==> src/rtl/mem_ctrl_pkg.sv <==
// Shared constants for mem_ctrl: owner state encodings, byte width and fill words.
package mem_ctrl_pkg;

  localparam int unsigned ByteW    = 8;
  localparam logic        True     = 1'b1;
  localparam logic        False    = 1'b0;
  localparam logic [31:0] ZeroWord = '0;

  localparam logic [1:0] OWN_IDLE = 2'd0;
  localparam logic [1:0] OWN_IF   = 2'd1;
  localparam logic [1:0] OWN_MEM  = 2'd2;

endpackage

==> src/rtl/mem_ctrl.sv <==
// Byte-serial memory responder: arbitrates IF/MEM byte requests onto one synchronous byte RAM.
// Optional IO window above IO_BASE is enabled by defining MEM_CTRL_IO_EN.
module mem_ctrl
  import mem_ctrl_pkg::*;
#(
  parameter int unsigned RAM_AW  = 17,
  parameter logic [31:0] IO_BASE = 32'h0003_0000
) (
  input  logic              clk,
  input  logic              rst,
  input  logic              if_req_i,
  input  logic [31:0]       if_addr_i,
  input  logic              mem_req_i,
  input  logic [31:0]       mem_addr_i,
  input  logic              mem_we_i,
  input  logic [ByteW-1:0]  mem_wdata_i,
  output logic              if_gnt_o,
  output logic              mem_gnt_o,
  output logic              if_stall_o,
  output logic [ByteW-1:0]  rdata_o,
  output logic              if_valid_o,
  output logic              mem_valid_o,
  output logic [RAM_AW-1:0] ram_addr_o,
  output logic              ram_we_o,
  output logic [ByteW-1:0]  ram_wdata_o,
`ifdef MEM_CTRL_IO_EN
  output logic              io_we_o,
  output logic [ByteW-1:0]  io_wdata_o,
  input  logic [ByteW-1:0]  io_rdata_i,
`endif
  input  logic [ByteW-1:0]  ram_rdata_i
);

  logic [1:0] own_q, own_d;
  logic       if_valid_q, mem_valid_q;
  logic       if_gnt, mem_gnt, io_sel;
  logic       io_rd_q;
  logic [ByteW-1:0] io_rdata_q;

  // Current owner keeps the bus while it holds req; otherwise MEM beats IF.
  always_comb begin
    if_gnt  = False;
    mem_gnt = False;
    if (rst) begin
      if (own_q == OWN_IF && if_req_i)        if_gnt  = True;
      else if (own_q == OWN_MEM && mem_req_i) mem_gnt = True;
      else if (mem_req_i)                     mem_gnt = True;
      else if (if_req_i)                      if_gnt  = True;
    end
    own_d = mem_gnt ? OWN_MEM : (if_gnt ? OWN_IF : OWN_IDLE);
  end

`ifdef MEM_CTRL_IO_EN
  assign io_sel     = mem_gnt && (mem_addr_i >= IO_BASE);
  assign io_we_o    = io_sel && mem_we_i;
  assign io_wdata_o = io_we_o ? mem_wdata_i : '0;
`else
  assign io_sel     = False;
`endif

  always_comb begin
    ram_addr_o  = ZeroWord[RAM_AW-1:0];
    ram_we_o    = False;
    ram_wdata_o = '0;
    if (if_gnt) begin
      ram_addr_o = if_addr_i[RAM_AW-1:0];
    end else if (mem_gnt) begin
      ram_addr_o = mem_addr_i[RAM_AW-1:0];
      if (!io_sel) begin
        ram_we_o    = mem_we_i;
        ram_wdata_o = mem_wdata_i;
      end
    end
  end

  always_ff @(posedge clk or negedge rst) begin
    if (!rst) begin
      own_q       <= OWN_IDLE;
      if_valid_q  <= False;
      mem_valid_q <= False;
      io_rd_q     <= False;
      io_rdata_q  <= '0;
    end else begin
      own_q       <= own_d;
      if_valid_q  <= if_gnt;
      mem_valid_q <= mem_gnt && !mem_we_i;
      io_rd_q     <= io_sel && !mem_we_i;
`ifdef MEM_CTRL_IO_EN
      if (io_sel && !mem_we_i) io_rdata_q <= io_rdata_i;
`endif
    end
  end

  // rdata is a passthrough, but held at 0 while reset is asserted.
  assign rdata_o     = !rst ? '0 : (io_rd_q ? io_rdata_q : ram_rdata_i);
  assign if_valid_o  = if_valid_q;
  assign mem_valid_o = mem_valid_q;
  assign if_gnt_o    = if_gnt;
  assign mem_gnt_o   = mem_gnt;
  assign if_stall_o  = if_req_i && !if_gnt;

  logic unused_bits;
  assign unused_bits = ^{if_addr_i[31:RAM_AW], mem_addr_i[31:RAM_AW], IO_BASE};

endmodule

==> config.mk <==
export PLATFORM = sky130hd
export DESIGN_NAME = mem_ctrl
export DESIGN_NICKNAME = d
export VERILOG_FILES = /design/src/rtl/mem_ctrl_pkg.sv /design/src/rtl/mem_ctrl.sv
export SDC_FILE = /design/constraint.sdc
export NUM_CORES = 1
export LEC_CHECK = 0
export BUFFER_PORTS_ARGS = -buffer_cell sky130_fd_sc_hd__buf_2
export CAP_MARGIN = 0
export CELL_PAD_IN_SITES_DETAIL_PLACEMENT = 0
export CELL_PAD_IN_SITES_GLOBAL_PLACEMENT = 1
export CORE_MARGIN = 2
export CORE_UTILIZATION = 12
export CTS_BUF_LIST = sky130_fd_sc_hd__clkbuf_4
export CTS_CLUSTER_SIZE = 40
export DETAILED_ROUTE_END_ITERATION = 16
export HOLD_SLACK_MARGIN = 0.08
export PLACE_DENSITY_LB_ADDON = 0.1
export SKIP_LAST_GASP = 1
export SYNTH_ARGS = -nofsm -noshare
export SYNTH_HDL_FRONTEND = slang
export SYNTH_SLANG_ARGS = --single-unit
==> constraint.sdc <==
create_clock -name clk -period 1.8 [get_ports clk]
set_input_delay 0.36 -clock clk [delete_from_list [all_inputs] [get_ports clk]]
set_output_delay 0.36 -clock clk [all_outputs]
set_load 0.01 [all_outputs]
### Word level (Yosys, flattened, before mapping)

Cells that the tools add are included.
W data, S select, Z words.

* eq/ne operators: 2
* mux-type cells: 18
* reductions and logical operators: 6

Operators with widths (number)
* $mux W17: 2
* $mux W8: 3
* $mux W1: 12
* $logic_and A1 B1 Y1: 4
* $eq A2 B1 Y1 const B: 1
* $eq A2 B2 Y1 const B: 1
* $logic_not A1 Y1: 2
* $mux W2: 1

* register bits after elaboration: 4
* bits of input ports: 85

### Depth between registers and ports, before layout

* word-level depth: 7
* mapped depth: 4
* depth with buffers taken out: 3

### Worst setup path after synthesis

Ideal clock, no wire load.

* path type: register to output
* start: reg own_q[1]
* end: out ram_addr_o[10]
* arrival time: 1.081 ns
* slack: 0.359 ns
* stages on the path, launching flop included: 5
* cells stage by stage: dfrtp_1 -> nand2b_4 -> a21oi_4 -> buf_6 -> a22o_2

* elaborated cells on any way between the ends: 12
* classes of those cells: eq/ne (2); mux (8); reduce/logical (2)

RTL lines
* start, declared: RTL line mem_ctrl.sv:34 `logic [1:0] own_q, own_d;`
* start signal, assigned: RTL line mem_ctrl.sv:84 `own_q <= own_d;`
* $eq A2 B2 Y1: RTL line mem_ctrl.sv:46 `else if (own_q == OWN_MEM && mem_req_i) mem_gnt = True;`
* $logic_and A1 B1 Y1: RTL line mem_ctrl.sv:46
* $mux W1: RTL line mem_ctrl.sv:46
* $mux W1 (*): RTL line mem_ctrl.sv:45 `if (own_q == OWN_IF && if_req_i) if_gnt = True;`
* $mux W1 (*): RTL line mem_ctrl.sv:44 `if (rst) begin`
* via if_gnt_o: RTL line mem_ctrl.sv:17 `output logic if_gnt_o,`
* $mux W17 (*): RTL line mem_ctrl.sv:65 `if (if_gnt) begin`
* end, declared: RTL line mem_ctrl.sv:23 `output logic [RAM_AW-1:0] ram_addr_o,`

The timed path passes the listed nets; every way through them passes the cells marked *.

### Worst setup path after layout

* start: reg own_q[1]
* end: out if_stall_o

* longest elaborated chain between the ends: 7
* elaborated cells on any way between the ends: 9
* classes of those cells: eq/ne (2); mux (3); reduce/logical (4)

Ends and longest elaborated chain
* $eq A2 B2 Y1: RTL line mem_ctrl.sv:46
* $logic_and A1 B1 Y1: RTL line mem_ctrl.sv:46
* $mux W1: RTL line mem_ctrl.sv:46
* $mux W1 (*): RTL line mem_ctrl.sv:45
* $mux W1 (*): RTL line mem_ctrl.sv:44
* $logic_not A1 Y1 (*): RTL line mem_ctrl.sv:100 `assign if_stall_o = if_req_i && !if_gnt;`
* $logic_and A1 B1 Y1 (*): RTL line mem_ctrl.sv:100
* end, declared: RTL line mem_ctrl.sv:19 `output logic if_stall_o,`

Every way passes the cells marked *; elsewhere a longest branch is shown, timed or not.

==> reports/metrics.csv <==
stage,metric,value,unit
global_route,global-route wire length before repair,2456,microns
synthesis,"Avg Cell Area, Syn",10.13,sq um
sta,Worst-Margin Slew,192.5,ps
run,max cap viols,0,
synthesis,Post-Synthesis Cells,50,
global_route,largest net degree at the start of global routing,21,
pwr,sw frac,0.3039,
sta,Setup-failing EPs final,0,
worst_setup_path,startpoint types,register,
clock_network,# clock sinks,4,
pwr,pwr/cell area,385.7,mW/mm^2
min_path,Hold Path Class,in -> reg,
synthesis,Post-Syn Nets,135,
clock_network,Longest Clk Path Bufs,2,
worst_setup_path,max incr delay on CP,380,ps
floorplan,I/O pin count,124,
route,Pre-antenna DRT Iters,4,
global_route,All-Layer GR Usage,0.07073,
floorplan,initial core utilization,0.1258,
clock_network,clock-pin slew on the worst setup and hold paths,40,ps
floorplan,Die ar.,0.004759,sq mm
floorplan,Die Ht,68.99,microns
sta,crit share post-route,0.9751,
worst_setup_path,CP Data Required Time,1440,ps
pwr,Leak Pwr,0.0006706,uW
sta,relative slew slack,0.8716,
clock_network,CTS tree,built,
route,post-detailed-routing wire length,2016,microns
clock_network,Clock Latency Late Sink,230,ps
worst_setup_path,CP Cell Sequence,nand2b_4 -> a21oi_4 -> buf_6 -> and2b_2 -> buf_6,
worst_setup_path,CP Max Fanout,5,
route,DR iter-0 viols,9,
final_layout,Synth-to-Final Area Change,117.5,%
sta,RSZ-0062 raised after global routing,true,
status,status,completed,
clock_network,H-tree levels,1,
place,dpl hpwl,1721,microns
pwr,sw power,129.2,uW
floorplan,Die X,68.99,microns
route,routed length on met3,204,microns
place,Port Buffers,93,
final_layout,"Core Util, Final",0.2736,
global_route,grt ovf,0,
worst_setup_path,crit end category,output pin,
worst_setup_path,Reg2Reg Setup Slack,790,ps
final_layout,# diodes,0,
place,placed insts,195,
pwr,Int Power,296.0,uW
route,via count,749,
clock_network,# Post-CTS Setup Buffers,0,
pwr,Seq pwr share,0.229,
route,via/cell ratio,3.745,
place,GP Congestion,0.6462,
pwr,Tot Pwr,425.2,uW
route,WL/cell,10.08,microns
route,drt drc,0,
sta,fmax,569.8,MHz
final_layout,# nets final,237,
route,Highest Signal Layer,met4,
floorplan,Core ar.,0.004029,sq mm
final_layout,final std cells w/o fill,200,
worst_setup_path,crit path kind,reg -> out,
global_route,vias in the first global route,623,
synthesis,"Seq/Total Area, Yosys",0.1975,
route,DRT met1 WL,688,microns
sta,final hold vios,0,
pwr,maximum vdd drop,0.1050,mV
sta,fin. max-slew vios,0,
sta,Clock Skew,3.148,ps
worst_setup_path,Critical Path AT,1400,ps
route,Final ANT Viol Nets,0,
synthesis,synthesized area,506.7,sq um
synthesis,Netlist cell types,14,
pwr,clock share of power,0.253,
synthesis,Synth Register Bits,4,
final_layout,layout cells sized above 1,0.8800,
synthesis,synth warn,8,
clock_network,clock buffer count from CTS,3,
sta,Min Hold Slack,387.7,ps
route,met2 WL,1092,microns
sta,Final min period,1755,ps
worst_setup_path,Buf/Inv on CP,2,
pwr,Gate power share,0.517,
worst_setup_path,Worst path slowest cell,dfrtp_1,
clock_network,Clk Tree Root Cell,clkbuf_4,
floorplan,# rows,23,
worst_setup_path,"delay-heaviest family, CP",flip-flops,
worst_setup_path,most used cell along the critical path,buf_6,
global_route,initial antenna violation count,0,
## flip-flops by register name (all words and copies together), names as in the netlist
register and count:
mem_valid_o 1, if_valid_o 1, own_q 2
## worst register-to-register path, stage by stage (launching register included)
cell     delay, ps
dfrtp_1        430
a31oi_4        220
buf_12         170
and2b_1        130
## final cells by class
class	instances	area, sq um
fill	458	2927
timing repair buffer	100	544.3
multi-input combinational	42	369.1
sequential	4	100.1
tap	50	62.56
clock buffer	3	22.52
inverter	1	3.754
## path summary, 6_finish.rpt
check	cells past startpoint	start	endpoint
min in group asynchronous	3	rst	own_q[0]
max reg2reg	3	own_q[0]	mem_valid_o
max	5	own_q[1]	if_stall_o
min reg2reg	2	own_q[1]	own_q[0]
min	2	mem_req_i	own_q[0]
max in group asynchronous	3	rst	if_valid_o
## per-layer routing
metal  vias to the layer above  track usage
met5                         -            0
met4                         0      0.05882
met3                         2     0.006494
met2                        47       0.1250
met1                       316      0.07551
li1                        384            -
## cell usage after synthesis
| cell type | n | share of area |
|---|---|---|
| a22o_2 | 17 | 0.34 |
| and2_1 | 9 | 0.11 |
| and2_2 | 8 | 0.12 |
| dfrtp_1 | 4 | 0.20 |
| buf_6 | 3 | 0.067 |
| a21oi_1 | 1 | 0.0099 |
| a21oi_4 | 1 | 0.032 |
| a31oi_4 | 1 | 0.042 |
| and2b_1 | 1 | 0.015 |
| and2b_2 | 1 | 0.017 |
| inv_1 | 1 | 0.0074 |
| nand2_1 | 1 | 0.0074 |
| nand2_2 | 1 | 0.012 |
| nand2b_4 | 1 | 0.027 |
## stage by stage
step | setup TNS (ps) | area, sq um | setup WS (ps)
after floorplan | 0 | 506.7 | 358.6
after global placement | 0 | 1051 | 203.1
after detailed placement | 0 | 1051 | 175.3
after CTS | -2.934 | 1087 | -2.934
after global routing | -186.7 | 1102 | -30.93
final | 0 | 1102 | 44.84
## kinds of logic (layout without fill, tap and decap cells)
| group | after synthesis | count (layout) | share of synthesized area |
|---|---|---|---|
| simple gates | 22 | 22 | 0.3086 |
| flops | 4 | 4 | 0.1975 |
| compound gates | 20 | 20 | 0.4197 |
| buf+inv | 4 | 104 | 0.07406 |
## what timing repair did
item                                    4_1_cts  5_1_grt
endpoints found under the hold margin         4        0
cloned                                        0        1
pin swaps                                     0        1
resized for setup                             1        2
hold buffers                                  1        0
endpoints found under the setup margin        1       10
## layout by cell type, fill, tap and decap left out
cell and count:
buf_2 93, a22o_2 17, and2_1 9, and2_2 8
dfrtp_1 4, clkbuf_4 3, buf_6 3, buf_4 2
nand2b_4 1, nand2_1 1, a21oi_4 1, inv_1 1
nand2_2 1, a31oi_4 1, a21oi_1 1, and2b_1 1
and2b_2 1, dlygate4sd3_1 1, buf_12 1
## power by group through the flow
stage	Combinational, uW	Sequential, uW	Clock (uW)
after global placement	216	98.5	0
after global routing	241	98.1	120
after floorplan	99.0	99.2	0
after CTS	220	97.5	114
final	220	97.5	108
after detailed placement	217	98.4	0
Power figures use the tool's default switching activity.
